## config.mk

```make
export PLATFORM = sky130hd
export DESIGN_NAME = pipeline_control_unit
export DESIGN_NICKNAME = d
export VERILOG_FILES = /design/src/rtl/pipeline_control_unit.sv
export SDC_FILE = /design/constraint.sdc
export NUM_CORES = 1
export LEC_CHECK = 0
export ABC_CLOCK_PERIOD_IN_PS = 2530
export CELL_PAD_IN_SITES_DETAIL_PLACEMENT = 1
export CELL_PAD_IN_SITES_GLOBAL_PLACEMENT = 1
export CORE_MARGIN = 4
export CORE_UTILIZATION = 29
export CTS_CLUSTER_SIZE = 20
export DETAILED_ROUTE_END_ITERATION = 10
export GPL_TIMING_DRIVEN = 0
export PLACE_DENSITY_LB_ADDON = 0.2
export SLEW_MARGIN = 15
export SYNTH_ARGS = -nofsm -noshare
export SYNTH_HDL_FRONTEND = slang
export SYNTH_SLANG_ARGS = --single-unit
```

## constraint.sdc

```tcl
create_clock -name clk -period 2.53 [get_ports clk]
set_clock_uncertainty 0.1 [all_clocks]
set_input_delay 0.506 -clock clk [delete_from_list [all_inputs] [get_ports clk]]
set_output_delay 0.506 -clock clk [all_outputs]
set_load 0.01 [all_outputs]
```

## src/rtl/pipeline_control_unit.sv

```systemverilog
// Pipelined control decode for a single-issue core: combinational D-stage decode, E/M/W control registers.
// Optional macro BRANCH_EXT_EN: E-stage funct3 selects beq (000) / bne (001) branch condition.
module pipeline_control_unit #(
   parameter int ALUCTRL_W = 3,
   parameter int IMMSRC_W  = 2
) (
   input  logic                 clk,
   input  logic                 rst,
   input  logic [6:0]           op,
   input  logic [2:0]           funct3,
   input  logic [6:0]           funct7,
   input  logic                 flush_e,
   input  logic                 zero_e,
   output logic [IMMSRC_W-1:0]  ImmSrcD,
   output logic                 RegWriteE,
   output logic                 MemWriteE,
   output logic                 ALUSrcE,
   output logic                 BranchE,
   output logic                 JumpE,
   output logic [1:0]           ResultSrcE,
   output logic [ALUCTRL_W-1:0] ALUControlE,
   output logic                 PCSrcE,
   output logic                 RegWriteM,
   output logic                 MemWriteM,
   output logic [1:0]           ResultSrcM,
   output logic                 RegWriteW,
   output logic [1:0]           ResultSrcW,
   output logic                 IllegalW
);

   localparam logic [6:0] OP_LW  = 7'b0000011;
   localparam logic [6:0] OP_SW  = 7'b0100011;
   localparam logic [6:0] OP_R   = 7'b0110011;
   localparam logic [6:0] OP_I   = 7'b0010011;
   localparam logic [6:0] OP_BEQ = 7'b1100011;
   localparam logic [6:0] OP_JAL = 7'b1101111;

   logic       reg_write_d, mem_write_d, alu_src_d, branch_d, jump_d, illegal_d;
   logic [1:0] imm_src_d, result_src_d, alu_op_d;
   logic [2:0] alu_ctrl_d;

   // Only funct7[5] distinguishes sub from add; the other bits carry no control meaning.
   logic unused_funct7;
   assign unused_funct7 = ^{funct7[6], funct7[4:0]};

   always_comb begin
      reg_write_d  = 1'b0;
      imm_src_d    = 2'b00;
      alu_src_d    = 1'b0;
      mem_write_d  = 1'b0;
      result_src_d = 2'b00;
      branch_d     = 1'b0;
      jump_d       = 1'b0;
      alu_op_d     = 2'b00;
      illegal_d    = 1'b0;
      case (op)
         OP_LW: begin
            reg_write_d  = 1'b1;
            alu_src_d    = 1'b1;
            result_src_d = 2'b01;
         end
         OP_SW: begin
            imm_src_d   = 2'b01;
            alu_src_d   = 1'b1;
            mem_write_d = 1'b1;
         end
         OP_R: begin
            reg_write_d = 1'b1;
            alu_op_d    = 2'b10;
         end
         OP_I: begin
            reg_write_d = 1'b1;
            alu_src_d   = 1'b1;
            alu_op_d    = 2'b10;
         end
         OP_BEQ: begin
            imm_src_d = 2'b10;
            branch_d  = 1'b1;
            alu_op_d  = 2'b01;
         end
         OP_JAL: begin
            reg_write_d  = 1'b1;
            imm_src_d    = 2'b11;
            result_src_d = 2'b10;
            jump_d       = 1'b1;
         end
         default: illegal_d = 1'b1;
      endcase
   end

   always_comb begin
      alu_ctrl_d = 3'b000;
      case (alu_op_d)
         2'b01: alu_ctrl_d = 3'b001;
         2'b10: begin
            case (funct3)
               3'b000:  alu_ctrl_d = (op[5] & funct7[5]) ? 3'b001 : 3'b000;
               3'b010:  alu_ctrl_d = 3'b101;
               3'b110:  alu_ctrl_d = 3'b011;
               3'b111:  alu_ctrl_d = 3'b010;
               default: alu_ctrl_d = 3'b000;
            endcase
         end
         default: alu_ctrl_d = 3'b000;
      endcase
   end

   assign ImmSrcD = IMMSRC_W'(imm_src_d);

   logic                 reg_write_e_q, mem_write_e_q, alu_src_e_q, branch_e_q, jump_e_q, illegal_e_q;
   logic [1:0]           result_src_e_q;
   logic [ALUCTRL_W-1:0] alu_ctrl_e_q;
`ifdef BRANCH_EXT_EN
   logic [2:0]           funct3_e_q;
`endif

   // A flush loads an all-zero bubble so nothing downstream writes state.
   always_ff @(posedge clk or negedge rst) begin
      if (!rst) begin
         reg_write_e_q  <= 1'b0;
         mem_write_e_q  <= 1'b0;
         alu_src_e_q    <= 1'b0;
         branch_e_q     <= 1'b0;
         jump_e_q       <= 1'b0;
         illegal_e_q    <= 1'b0;
         result_src_e_q <= 2'b00;
         alu_ctrl_e_q   <= '0;
`ifdef BRANCH_EXT_EN
         funct3_e_q     <= 3'b000;
`endif
      end else if (flush_e) begin
         reg_write_e_q  <= 1'b0;
         mem_write_e_q  <= 1'b0;
         alu_src_e_q    <= 1'b0;
         branch_e_q     <= 1'b0;
         jump_e_q       <= 1'b0;
         illegal_e_q    <= 1'b0;
         result_src_e_q <= 2'b00;
         alu_ctrl_e_q   <= '0;
`ifdef BRANCH_EXT_EN
         funct3_e_q     <= 3'b000;
`endif
      end else begin
         reg_write_e_q  <= reg_write_d;
         mem_write_e_q  <= mem_write_d;
         alu_src_e_q    <= alu_src_d;
         branch_e_q     <= branch_d;
         jump_e_q       <= jump_d;
         illegal_e_q    <= illegal_d;
         result_src_e_q <= result_src_d;
         alu_ctrl_e_q   <= ALUCTRL_W'(alu_ctrl_d);
`ifdef BRANCH_EXT_EN
         funct3_e_q     <= funct3;
`endif
      end
   end

   logic       reg_write_m_q, mem_write_m_q, illegal_m_q;
   logic [1:0] result_src_m_q;
   logic       reg_write_w_q, illegal_w_q;
   logic [1:0] result_src_w_q;

   always_ff @(posedge clk or negedge rst) begin
      if (!rst) begin
         reg_write_m_q  <= 1'b0;
         mem_write_m_q  <= 1'b0;
         illegal_m_q    <= 1'b0;
         result_src_m_q <= 2'b00;
         reg_write_w_q  <= 1'b0;
         illegal_w_q    <= 1'b0;
         result_src_w_q <= 2'b00;
      end else begin
         reg_write_m_q  <= reg_write_e_q;
         mem_write_m_q  <= mem_write_e_q;
         illegal_m_q    <= illegal_e_q;
         result_src_m_q <= result_src_e_q;
         reg_write_w_q  <= reg_write_m_q;
         illegal_w_q    <= illegal_m_q;
         result_src_w_q <= result_src_m_q;
      end
   end

   logic branch_cond;
`ifdef BRANCH_EXT_EN
   always_comb begin
      case (funct3_e_q)
         3'b000:  branch_cond = zero_e;
         3'b001:  branch_cond = ~zero_e;
         default: branch_cond = 1'b0;
      endcase
   end
`else
   assign branch_cond = zero_e;
`endif

   assign PCSrcE = (branch_e_q & branch_cond) | jump_e_q;

   assign RegWriteE   = reg_write_e_q;
   assign MemWriteE   = mem_write_e_q;
   assign ALUSrcE     = alu_src_e_q;
   assign BranchE     = branch_e_q;
   assign JumpE       = jump_e_q;
   assign ResultSrcE  = result_src_e_q;
   assign ALUControlE = alu_ctrl_e_q;
   assign RegWriteM   = reg_write_m_q;
   assign MemWriteM   = mem_write_m_q;
   assign ResultSrcM  = result_src_m_q;
   assign RegWriteW   = reg_write_w_q;
   assign ResultSrcW  = result_src_w_q;
   assign IllegalW    = illegal_w_q;

endmodule

```

==> results of run 1 <==
[where the power goes]
| part | internal (uW) | switching [uW] |
|---|---|---|
| sequential | 307 | 1.15 |
| combinational | 28.7 | 26.7 |
| clock | 61.1 | 82.7 |
| total | 397 | 111 |
[layout make-up]
cell class | count | area, um2 | share of cell area
clock buffer | 4 | 26.3 | 0.0228
multi-input combinational | 35 | 249 | 0.216
sequential | 19 | 475 | 0.412
timing repair buffer | 35 | 339 | 0.294
inverter | 1 | 3.75 | 0.00325
buffer | 3 | 22.5 | 0.0195
tap | 30 | 37.5 | 0.0325
[metrics by stage]
step	setup slack, ps	instance area (um2)	total power, uW	cells
floorplan	334	741	331	58
global placement	-359	1120	369	122
detailed placement	-383	1120	371	122
CTS	7.49	1150	514	127
global route	9.68	1150	536	127
finish	69.4	1150	508	127
[repair_timing]
| action | in CTS | in global routing |
|---|---|---|
| resized for setup | 6 | 3 |
| hold endpoints to repair | 0 | 0 |
| endpoints found under the setup margin | 2 | 2 |
| buffers inserted | 1 | 0 |
| cloned | 0 | 0 |
| pin swaps | 1 | 0 |
| hold buffers | 0 | 0 |
[layer usage]
layer  wire length (um)  up-vias  track usage  share of wire
met5                  0        -            0              0
met4                 16        0       0.0497         0.0094
met3                124        2       0.0154          0.073
met2                893       22        0.193           0.53
met1                665      293        0.117           0.39
li1                   -      286            -              -
[sequential cells by signal, summed over array words and instances, names as in the netlist]
register     cells
MemWriteE        1
RegWriteW        1
illegal_m_q      1
ResultSrcM       2
ResultSrcW       2
IllegalW         1
ALUSrcE          1
RegWriteM        1
MemWriteM        1
ALUControlE      3
illegal_e_q      1
JumpE            1
ResultSrcE       1
BranchE          1
RegWriteE        1
[worst max-delay path: cells and delay by family]
| family | cells | cell delay, ps |
|---|---|---|
| and+or+nand+nor | 3 | 810 |
| AOI/OAI and AO/OA | 2 | 430 |
| adders and majority gates | 1 | 170 |
| buffers and inverters | 3 | 640 |
[path summary, 6_finish.rpt]
check                                            to  cells after the start                  start
max                        ALUControlE[0]$_DFF_PN0_                      9                  op[3]
min                           illegal_m_q$_DFF_PN0_                      0  illegal_e_q$_DFF_PN0_
max reg2reg                 ResultSrcM[1]$_DFF_PN0_                      0        JumpE$_DFF_PN0_
min reg2reg                   illegal_m_q$_DFF_PN0_                      0  illegal_e_q$_DFF_PN0_
max in group asynchronous       RegWriteM$_DFF_PN0_                      1                    rst
min in group asynchronous  ALUControlE[0]$_DFF_PN0_                      1                    rst
[placed cells by master (no fill, tap or decap), types with 2 or more instances in the layout]
| cell | synthesis | routed |
|---|---|---|
| sky130_fd_sc_hd__nand4_1 | 2 | 2 |
| sky130_fd_sc_hd__o21a_1 | 2 | 2 |
| sky130_fd_sc_hd__nor3_1 | 4 | 4 |
| sky130_fd_sc_hd__nand2_1 | 3 | 2 |
| sky130_fd_sc_hd__dfrtp_1 | 19 | 19 |
| sky130_fd_sc_hd__clkbuf_4 | 0 | 3 |
| sky130_fd_sc_hd__dlygate4sd2_1 | 0 | 3 |
| sky130_fd_sc_hd__clkbuf_1 | 1 | 2 |
| sky130_fd_sc_hd__nor2_1 | 5 | 5 |
| sky130_fd_sc_hd__ha_1 | 2 | 2 |
| sky130_fd_sc_hd__clkdlybuf4s50_1 | 0 | 30 |
| sky130_fd_sc_hd__buf_4 | 1 | 2 |
[logic make-up (layout without fill, tap and decap cells)]
family,after synthesis,in the layout,synth area share
and+or+nand+nor,24,24,0.194
DFF,19,19,0.642
AOI/OAI and AO/OA,9,9,0.0946
buffers and inverters,4,43,0.0355
adders and majority gates,2,2,0.0338
==> impl_results.rst, run 1 <==
.. list-table::
   :header-rows: 1

   * - Metric
     - Value
   * - Critical-path cell list
     - clkdlybuf4s50_1, or2_1, buf_6, or4b_4, inv_1, ha_1, nand2_2, o21ba_2, a211oi_2
   * - Starting Density
     - 0.302
   * - Insertion delay to the later sink of the worst-skew pair
     - 280 ps
   * - Leakage power total
     - 0.000502 uW
   * - Vias post-DR
     - 603
   * - Synth warn
     - 0
   * - Flops & latches, synth
     - 19
   * - Post-Route Utilization
     - 0.470
   * - Top cells by count, synth
     - 19 x sky130_fd_sc_hd__dfrtp_1, 5 x sky130_fd_sc_hd__nor2_1, 4 x sky130_fd_sc_hd__nor3_1, 3 x sky130_fd_sc_hd__nand2_1
   * - IO buf count
     - 34
   * - Wire length of the first global-routing pass
     - 2750 um
   * - Ratio of final minimum period to clock period
     - 0.973
   * - Layout fillers
     - 272
   * - Number of iterations in the first detailed-routing pass
     - 1
   * - Period minus WS final
     - 2460 ps
   * - TritonCTS buffer count
     - 3
   * - Relative slew margins
     - 0.441
   * - Worst min path class
     - flop to flop
   * - Setup TNS after final layout
     - 0 ps
   * - Ant diodes
     - 0
   * - Total count of max-transition violations in the final report
     - 0
   * - Data required time of the critical path
     - 2630 ps
   * - Top area cells in the synthesized netlist
     - sky130_fd_sc_hd__dfrtp_1 64%, sky130_fd_sc_hd__ha_1 3.4%, sky130_fd_sc_hd__nor3_1 2.7%
   * - Status
     - completed
   * - Final Setup Violations
     - 0
   * - Fraction of layout instances using a drive strength above 1
     - 0.165
   * - Cells after Synth
     - 58
   * - Die span in x
     - 58.5 um
   * - Number of flops mapped to enable cells by yosys
     - 0
   * - Startpoint kind of the worst setup timing path
     - input port
   * - Overall die area
     - 0.00343 mm2
   * - Count of boundary I/O pins
     - 42
   * - Number of failing hold endpoints at the final stage
     - 0
   * - Unrepaired setup endpoints after global routing
     - no
   * - Clock tree from TritonCTS
     - built
   * - Count of unique library cells instantiated by Yosys
     - 27
   * - Number of antenna violations at the first check in global routing
     - 0
   * - Count leader, synth
     - sky130_fd_sc_hd__dfrtp_1
   * - Number of DRC violations after detailed routing
     - 0
   * - Crit path kind
     - input port to flop
   * - CTS root buffer
     - sky130_fd_sc_hd__clkbuf_4
   * - Crit end category
     - flop
   * - Total congestion overflow after global routing
     - 0
   * - Portion of the post-synthesis area used by sequential elements
     - 0.642
   * - Number of nets produced by synthesis
     - 81
   * - HPWL after detailed placement
     - 1400 um
   * - Count of nets after finishing
     - 121
   * - Deepest clock path buffer count
     - 2
   * - Largest net degree at the start of global routing
     - 20
   * - Routability congestion estimate from global placement
     - 0.801
   * - Global router's overall resource usage
     - 0.105
   * - Summed instance area of the synthesized netlist
     - 741 um2
   * - Most instantiated flip-flop cell in the synthesis netlist
     - sky130_fd_sc_hd__dfrtp_1
   * - Number of nets still failing antenna checks after routing
     - 0
   * - Slew @ Worst Pin
     - 836 ps
   * - Area added between synthesis and finish
     - 55.7%
   * - Arrival time at the worst endpoint
     - 2560 ps
   * - Number of max-cap violations
     - 0
   * - Peak supply drop
     - 0.252 mV
   * - Biggest cell delay along the critical path
     - 480 ps
   * - Maximum fanout encountered on the critical timing path
     - 9
   * - Area share of the largest cell type after synthesis
     - 0.642
   * - Via count of the first global-routing pass
     - 638
   * - Area of the core
     - 0.00245 mm2
   * - Peak Freq
     - 0.406 GHz
   * - Total power density per cell area
     - 440 mW/mm2
   * - Avg Synthesized Cell Area
     - 12.8 um2
   * - Register-to-Register Setup Slack
     - 1900 ps
   * - Async set-or-reset flop fraction in the synthesized netlist
     - 1.00
   * - Largest area contributor in the netlist
     - sky130_fd_sc_hd__dfrtp_1
   * - Post-route worst hold slack
     - 262 ps
   * - Number of levels in the clock H-tree
     - 1
   * - Starting DRC count in detailed routing
     - 0
   * - Final wirelength
     - 1700 um
   * - Number of sinks on the clock net
     - 19
   * - Post-detailed-route via-to-cell ratio
     - 4.75
   * - Clk slew on worst S/H paths
     - 100 ps
   * - Critical-path cell with the highest stage delay
     - sky130_fd_sc_hd__or4b_4
   * - DR WL/cell
     - 13.4 um
   * - Floorplan die height
     - 58.5 um
   * - # rows
     - 18
Note: power is estimated with default switching activity, not from simulation.
==> run 2: changes to the inputs <==
--- a/config.mk
+++ b/config.mk
@@ -5,11 +5,12 @@
 export SDC_FILE = /design/constraint.sdc
 export NUM_CORES = 1
 export LEC_CHECK = 0
+export ABC_AREA = 1
 export ABC_CLOCK_PERIOD_IN_PS = 2530
 export CELL_PAD_IN_SITES_DETAIL_PLACEMENT = 1
 export CELL_PAD_IN_SITES_GLOBAL_PLACEMENT = 1
 export CORE_MARGIN = 4
-export CORE_UTILIZATION = 29
+export CORE_UTILIZATION = 28
 export CTS_CLUSTER_SIZE = 20
 export DETAILED_ROUTE_END_ITERATION = 10
 export GPL_TIMING_DRIVEN = 0
==> run 2 against run 1 <==
  * Sequential share of layout area decreased by 0.83 points
  * Final cell count increased by 13%
  * Via count rose by 1.3%
  * Setup slack better by 180 ps
  * Largest cell class unchanged
  * Clock power is essentially flat
  * Power shrank 0.52%
==> impl_results.rst, run 2 <==
.. list-table::
   :header-rows: 1

   * - Metric
     - Value
   * - Critical path startpoint
     - op[5]
   * - Number of iterations in the first detailed-routing pass
     - 3
   * - Most frequent cells in the layout
     - 33 x sky130_fd_sc_hd__clkdlybuf4s50_1, 19 x sky130_fd_sc_hd__dfrtp_1, 11 x sky130_fd_sc_hd__nand2_1
   * - Switching fraction of total power
     - 0.212
   * - Crit end category
     - primary output
   * - Setup TNS after final layout
     - 0 ps
   * - Number of sinks on the clock net
     - 19
   * - Number of failing hold endpoints at the final stage
     - 0
   * - Most Crowded Layer GR
     - met2
   * - Arrival time at the worst endpoint
     - 1680 ps
   * - Total count of max-transition violations in the final report
     - 0
   * - Area share of the largest cell type after synthesis
     - 0.635
   * - Number of flops mapped to enable cells by yosys
     - 0
   * - Worst path most repeated cell
     - sky130_fd_sc_hd__nand2_2
   * - Data required time of the critical path
     - 1920 ps
   * - Worst reg2reg startpoint
     - JumpE$_DFF_PN0_
   * - Number of cells on the worst hold path
     - 0
   * - Met2 Resource Use GR
     - 0.171
   * - Async set-or-reset flop fraction in the synthesized netlist
     - 1.00
   * - Count of unique library cells instantiated by Yosys
     - 17
   * - Combinational power share
     - 0.110
   * - Synth warn
     - 0
   * - # rows
     - 18
   * - Switching power summed over all nets
     - 107 uW
   * - Top cells by count, synth
     - 19 x sky130_fd_sc_hd__dfrtp_1, 11 x sky130_fd_sc_hd__nand2_1, 10 x sky130_fd_sc_hd__inv_1, 10 x sky130_fd_sc_hd__nor2_1, 5 x sky130_fd_sc_hd__nand3_1
   * - HPWL after detailed placement
     - 1330 um
   * - Area added between synthesis and finish
     - 57.4%
   * - Vias post-DR
     - 611
   * - Area of the core
     - 0.00252 mm2
   * - IO buf count
     - 35
   * - Clock tree from TritonCTS
     - built
   * - Cell depth of the worst flop-to-flop path
     - 0
   * - DR WL/cell
     - 11.2 um
   * - Fraction of layout instances using a drive strength above 1
     - 0.133
   * - Peak supply drop
     - 0.231 mV
   * - Post-detailed-route via-to-cell ratio
     - 4.27
   * - Count of nets after finishing
     - 137
   * - Period minus WS final
     - 2280 ps
   * - Layout fillers
     - 301
   * - Top area cells in the synthesized netlist
     - sky130_fd_sc_hd__dfrtp_1 64%, sky130_fd_sc_hd__nand2_1 5.5%, sky130_fd_sc_hd__inv_1 5.0%
   * - Hold bufs inserted after CTS
     - 0
   * - Deepest clock path buffer count
     - 2
   * - CTS root buffer
     - sky130_fd_sc_hd__clkbuf_4
   * - Die span in x
     - 59.7 um
   * - Flops & latches, synth
     - 19
   * - Final Setup Violations
     - 0
   * - Post-route total power
     - 505 uW
   * - Biggest cell delay along the critical path
     - 520 ps
   * - Summed instance area of the synthesized netlist
     - 748 um2
   * - Via count of the first global-routing pass
     - 592
   * - Xor and xnor fraction of the mapped netlist area
     - 0
   * - Fraction of power consumed by the clock network
     - 0.279
   * - Overall die area
     - 0.00356 mm2
   * - Insertion delay to the later sink of the worst-skew pair
     - 280 ps
   * - Endpoint of the worst hold-timing path
     - IllegalW$_DFF_PN0_
   * - Total congestion overflow after global routing
     - 0
   * - Starting DRC count in detailed routing
     - 6
   * - Peak Freq
     - 0.438 GHz
   * - Compound-Gate Fraction of Synth Area
     - 0.0368
   * - Start point of the worst min-delay path
     - illegal_m_q$_DFF_PN0_
   * - Maximum fanout encountered on the critical timing path
     - 3
   * - Count leader, synth
     - sky130_fd_sc_hd__dfrtp_1
   * - Status
     - completed
   * - Post-Route Utilization
     - 0.467
   * - Slew @ Worst Pin
     - 788 ps
   * - Crit path kind
     - input port to primary output
   * - Largest family of logic cells by synthesized area
     - simple AND/OR/NAND/NOR gates
   * - Number of flip-flops in the largest register
     - 3
   * - Number of DRC violations after detailed routing
     - 0
   * - Met1 Usage GRT
     - 0.107
   * - Avg Synthesized Cell Area
     - 10.4 um2
   * - Met3 usage in global routing
     - 0.0151
   * - Final wirelength
     - 1610 um
   * - Relative slew margins
     - 0.473
   * - Ant diodes
     - 0
   * - Routability congestion estimate from global placement
     - 0.745
   * - Arithmetic-cell share of the synthesized area counting full adders, half adders and majority gates
     - 0.0334
   * - Floorplan die height
     - 59.7 um
   * - Sequential share of power
     - 0.611
   * - Total power density per cell area
     - 429 mW/mm2
   * - Global router's overall resource usage
     - 0.0990
   * - Count of boundary I/O pins
     - 42
   * - Largest net degree at the start of global routing
     - 20
   * - Cells after Synth
     - 72
   * - Largest area contributor in the netlist
     - sky130_fd_sc_hd__dfrtp_1
   * - Fin area
     - 0.00118 mm2
   * - Multiplexer share of the synthesized area
     - 0
   * - Wire length of the first global-routing pass
     - 2550 um
   * - Clk slew on worst S/H paths
     - 90 ps
   * - Unrepaired setup endpoints after global routing
     - no
   * - Number of nets still failing antenna checks after routing
     - 0
   * - Number of nets produced by synthesis
     - 95
   * - Register-to-Register Setup Slack
     - 1890 ps
   * - Critical-path cell list
     - clkdlybuf4s50_1, nand2_2, nor2_4, nand2_2, nand2_2, dlygate4sd2_1
   * - Number of antenna violations at the first check in global routing
     - 0
   * - Most instantiated flip-flop cell in the synthesis netlist
     - sky130_fd_sc_hd__dfrtp_1
   * - Worst min path class
     - flop to flop
   * - Leakage power total
     - 0.000619 uW
   * - Starting Density
     - 0.297
   * - Startpoint kind of the worst setup timing path
     - input port
   * - Internal cell power
     - 398 uW
   * - Simple-gate share of the synthesized area
     - 0.224
   * - Number of levels in the clock H-tree
     - 1
   * - Worst reg2reg path endpoint
     - ResultSrcM[1]$_DFF_PN0_
   * - Portion of the post-synthesis area used by sequential elements
     - 0.635
   * - Ratio of final minimum period to clock period
     - 0.902
   * - Most frequent standard cell in the layout excluding fill and tap cells
     - sky130_fd_sc_hd__clkdlybuf4s50_1
   * - Number of max-cap violations
     - 0
   * - Critical-path cell with the highest stage delay
     - sky130_fd_sc_hd__clkdlybuf4s50_1
   * - TritonCTS buffer count
     - 3
   * - Total placed instance area
     - 0.00114 mm2
[run 2: worst max-delay path, delay by kind of cell]
kind / cells / cell delay [ps]
buf+inv: 2 / 780
simple gates: 4 / 400
[run 2: logic make-up (layout without fill, tap and decap cells)]
group | count (synthesis) | in the layout
buf+inv | 13 | 54
fa+ha+maj | 2 | 2
compound gates | 4 | 4
simple gates | 34 | 34
flops | 19 | 19
[run 2: per-layer routing]
metal	wire length [um]	up-vias
li1	-	303
met1	606	282
met2	829	24
met3	143	2
met4	27	0
met5	0	-
[run 2: power groups by stage]
stage	sequential, uW	combinational (uW)	clock [uW]
3_5_place_dp	315	54.9	0
4_1_cts	309	56.4	149
6_report	309	55.5	141
3_3_place_gp	314	53.6	0
5_1_grt	310	61.5	164
2_1_floorplan	316	15.6	0
[run 2: how the worst max path moves through the flow]
stage / to / slack (ps)
4_1_cts: ImmSrcD[1] / 240
3_5_place_dp: ImmSrcD[0] / -50
6_report: ImmSrcD[1] / 250
5_1_grt: ImmSrcD[1] / 160
2_1_floorplan: ALUControlE[0]$_DFF_PN0_ / 970
3_3_place_gp: ImmSrcD[0] / -50
[run 2: cell type report]
type	count	area, um2	area share
Multi-Input combinational cell	40	223	0.189
Sequential cell	19	475	0.404
Tap cell	30	37.5	0.0319
Timing Repair Buffer	37	363	0.308
Inverter	12	45.0	0.0383
Clock buffer	4	26.3	0.0223
Buffer	1	7.51	0.00638
[run 2: metrics by stage]
step	setup slack (ps)	cells	hold WS, ps
2_1_floorplan	966	72	110
3_3_place_gp	-47.2	137	232
3_5_place_dp	-53.6	137	242
4_1_cts	242	143	264
5_1_grt	160	143	289
6_report	247	143	263
[run 2: repair_timing]
| item | in CTS | in global routing |
|---|---|---|
| endpoints found under the setup margin | 2 | 0 |
| buffers inserted | 2 | 0 |
| gates resized for setup | 3 | 0 |
==> run 3: changes to the inputs <==
--- a/config.mk
+++ b/config.mk
@@ -14,7 +14,9 @@
 export CTS_CLUSTER_SIZE = 20
 export DETAILED_ROUTE_END_ITERATION = 10
 export GPL_TIMING_DRIVEN = 0
+export HOLD_SLACK_MARGIN = 0.06
 export PLACE_DENSITY_LB_ADDON = 0.2
+export SKIP_CTS_REPAIR_TIMING = 1
 export SLEW_MARGIN = 15
 export SYNTH_ARGS = -nofsm -noshare
 export SYNTH_HDL_FRONTEND = slang
==> run 3 against run 2 <==
  * Critical path type unchanged
  * Power fell by 0.24%
  * Hold slack is essentially flat
  * Combinational power shrank 2%
  * Fmax grew 4.1%
  * Via count shrank 1.6%
==> impl_results.rst, run 3 (synthesis gave the netlist of run 2 again) <==
.. list-table::
   :header-rows: 1

   * - Metric
     - Value
   * - Status
     - completed
   * - Insertion delay to the later sink of the worst-skew pair
     - 280 ps
   * - Register-to-Register Setup Slack
     - 1890 ps
   * - Number of cells on the worst hold path
     - 0
   * - Clk slew on worst S/H paths
     - 90 ps
   * - Worst reg2reg startpoint
     - JumpE$_DFF_PN0_
   * - Die span in x
     - 59.7 um
   * - HPWL after detailed placement
     - 1330 um
   * - Crit path kind
     - input port to primary output
   * - Clock tree from TritonCTS
     - built
   * - Worst min path class
     - flop to flop
   * - Total area of multi-input combinational cells
     - 220 um2
   * - Number of sinks on the clock net
     - 19
   * - # rows
     - 18
   * - Unrepaired setup endpoints after global routing
     - no
   * - Routability congestion estimate from global placement
     - 0.745
   * - Ratio of final minimum period to clock period
     - 0.867
   * - Post-detailed-route via-to-cell ratio
     - 4.23
   * - Number of iterations in the first detailed-routing pass
     - 3
   * - Maximum fanout encountered on the critical timing path
     - 1
   * - Data required time of the critical path
     - 1920 ps
   * - Fraction of layout instances using a drive strength above 1
     - 0.116
   * - Area of the core
     - 0.00252 mm2
   * - Slew @ Worst Pin
     - 788 ps
   * - Final wirelength
     - 1570 um
   * - Starting Density
     - 0.297
   * - Area added between synthesis and finish
     - 57.0%
   * - Area taken by flip-flops and latches
     - 475 um2
   * - Relative slew margins
     - 0.473
   * - Wire length of the first global-routing pass
     - 2480 um
   * - Cell depth of the worst flop-to-flop path
     - 0
   * - Largest net degree at the start of global routing
     - 20
   * - Overall die area
     - 0.00356 mm2
   * - Startpoint kind of the worst setup timing path
     - input port
   * - Leakage power total
     - 0.000641 uW
   * - Endpoint of the worst hold-timing path
     - IllegalW$_DFF_PN0_
   * - Total congestion overflow after global routing
     - 0
   * - Number of DRC violations after detailed routing
     - 0
   * - Period minus WS final
     - 2190 ps
   * - Post-Route Utilization
     - 0.466
   * - Post-route total power
     - 504 uW
   * - Global router's overall resource usage
     - 0.0963
   * - Number of failing hold endpoints at the final stage
     - 0
   * - Total count of max-transition violations in the final report
     - 0
   * - Crit end category
     - primary output
   * - Starting DRC count in detailed routing
     - 4
   * - Number of flip-flops in the largest register
     - 3
   * - Arrival time at the worst endpoint
     - 1590 ps
   * - TritonCTS buffer count
     - 3
   * - IO buf count
     - 35
   * - Total power density per cell area
     - 429 mW/mm2
   * - Floorplan die height
     - 59.7 um
   * - Count of boundary I/O pins
     - 42
   * - Ant diodes
     - 0
   * - Peak supply drop
     - 0.231 mV
   * - CTS root buffer
     - sky130_fd_sc_hd__clkbuf_4
   * - Number of levels in the clock H-tree
     - 1
   * - Peak Freq
     - 0.456 GHz
   * - Vias post-DR
     - 601
   * - Number of nets still failing antenna checks after routing
     - 0
   * - Count of nets after finishing
     - 136
   * - Most frequent standard cell in the layout excluding fill and tap cells
     - sky130_fd_sc_hd__clkdlybuf4s50_1
   * - Worst reg2reg path endpoint
     - ResultSrcM[1]$_DFF_PN0_
   * - Deepest clock path buffer count
     - 2
   * - Layout fillers
     - 303
   * - Via count of the first global-routing pass
     - 580
   * - Final Setup Violations
     - 0
   * - DR WL/cell
     - 11.0 um
   * - Most frequent cells in the layout
     - 33 x sky130_fd_sc_hd__clkdlybuf4s50_1, 19 x sky130_fd_sc_hd__dfrtp_1, 11 x sky130_fd_sc_hd__nand2_1
   * - Number of max-cap violations
     - 0
   * - Start point of the worst min-delay path
     - illegal_m_q$_DFF_PN0_
   * - Number of antenna violations at the first check in global routing
     - 0
run 3: cell types whose count changed in the layout (fill, tap and decap cells not counted), sizes merged:
cell	before	now
buf	3	2
dlygate4sd2	2	0
dlymetal6s2s	0	2
run 3: area by class of cell:
class	instances	area share
timing repair buffer	36	0.309
inverter	12	0.0383
buffer	1	0.00639
sequential	19	0.405
clock buffer	4	0.0224
tap	30	0.0319
multi-input combinational	40	0.187
run 3: how the worst max path moves through the flow:
stage / from / cells past startpoint / to
6_report: zero_e / 3 / PCSrcE
5_1_grt: op[5] / 6 / ImmSrcD[1]
4_1_cts: op[1] / 6 / ImmSrcD[0]
3_5_place_dp: op[1] / 6 / ImmSrcD[0]
3_3_place_gp: op[0] / 6 / ImmSrcD[0]
2_1_floorplan: op[0] / 7 / ALUControlE[0]$_DFF_PN0_
run 3: critical path, stage by stage:
cell                              delay, ps
sky130_fd_sc_hd__clkdlybuf4s50_1        450
sky130_fd_sc_hd__a21o_1                 100
sky130_fd_sc_hd__clkdlybuf4s50_1        530
run 3: stage by stage:
step / TNS, ps / area (um2) / std cells / hold slack (ps) / setup WS (ps)
2_1_floorplan: 0 / 748 / 72 / 110 / 966
3_3_place_gp: -81.3 / 1140 / 137 / 232 / -47.2
3_5_place_dp: -101 / 1140 / 137 / 242 / -53.6
4_1_cts: -115 / 1160 / 141 / 264 / -64.6
5_1_grt: 0 / 1170 / 142 / 289 / 275
6_report: 0 / 1170 / 142 / 263 / 336
run 3: power by group:
group	internal (uW)	leakage, uW	switching [uW]
clock	61.2	0.0000150	79.7
sequential	308	0.000259	1.24
combinational	28.9	0.000367	25.6
total	398	0.000641	106
run 3: per-layer routing:
metal	GRT usage	share of wire	vias to the layer above
met5	0	0	-
li1	-	-	301
met1	0.105	0.39	274
met4	0.0759	0.017	0
met3	0.0151	0.091	2
met2	0.164	0.50	24
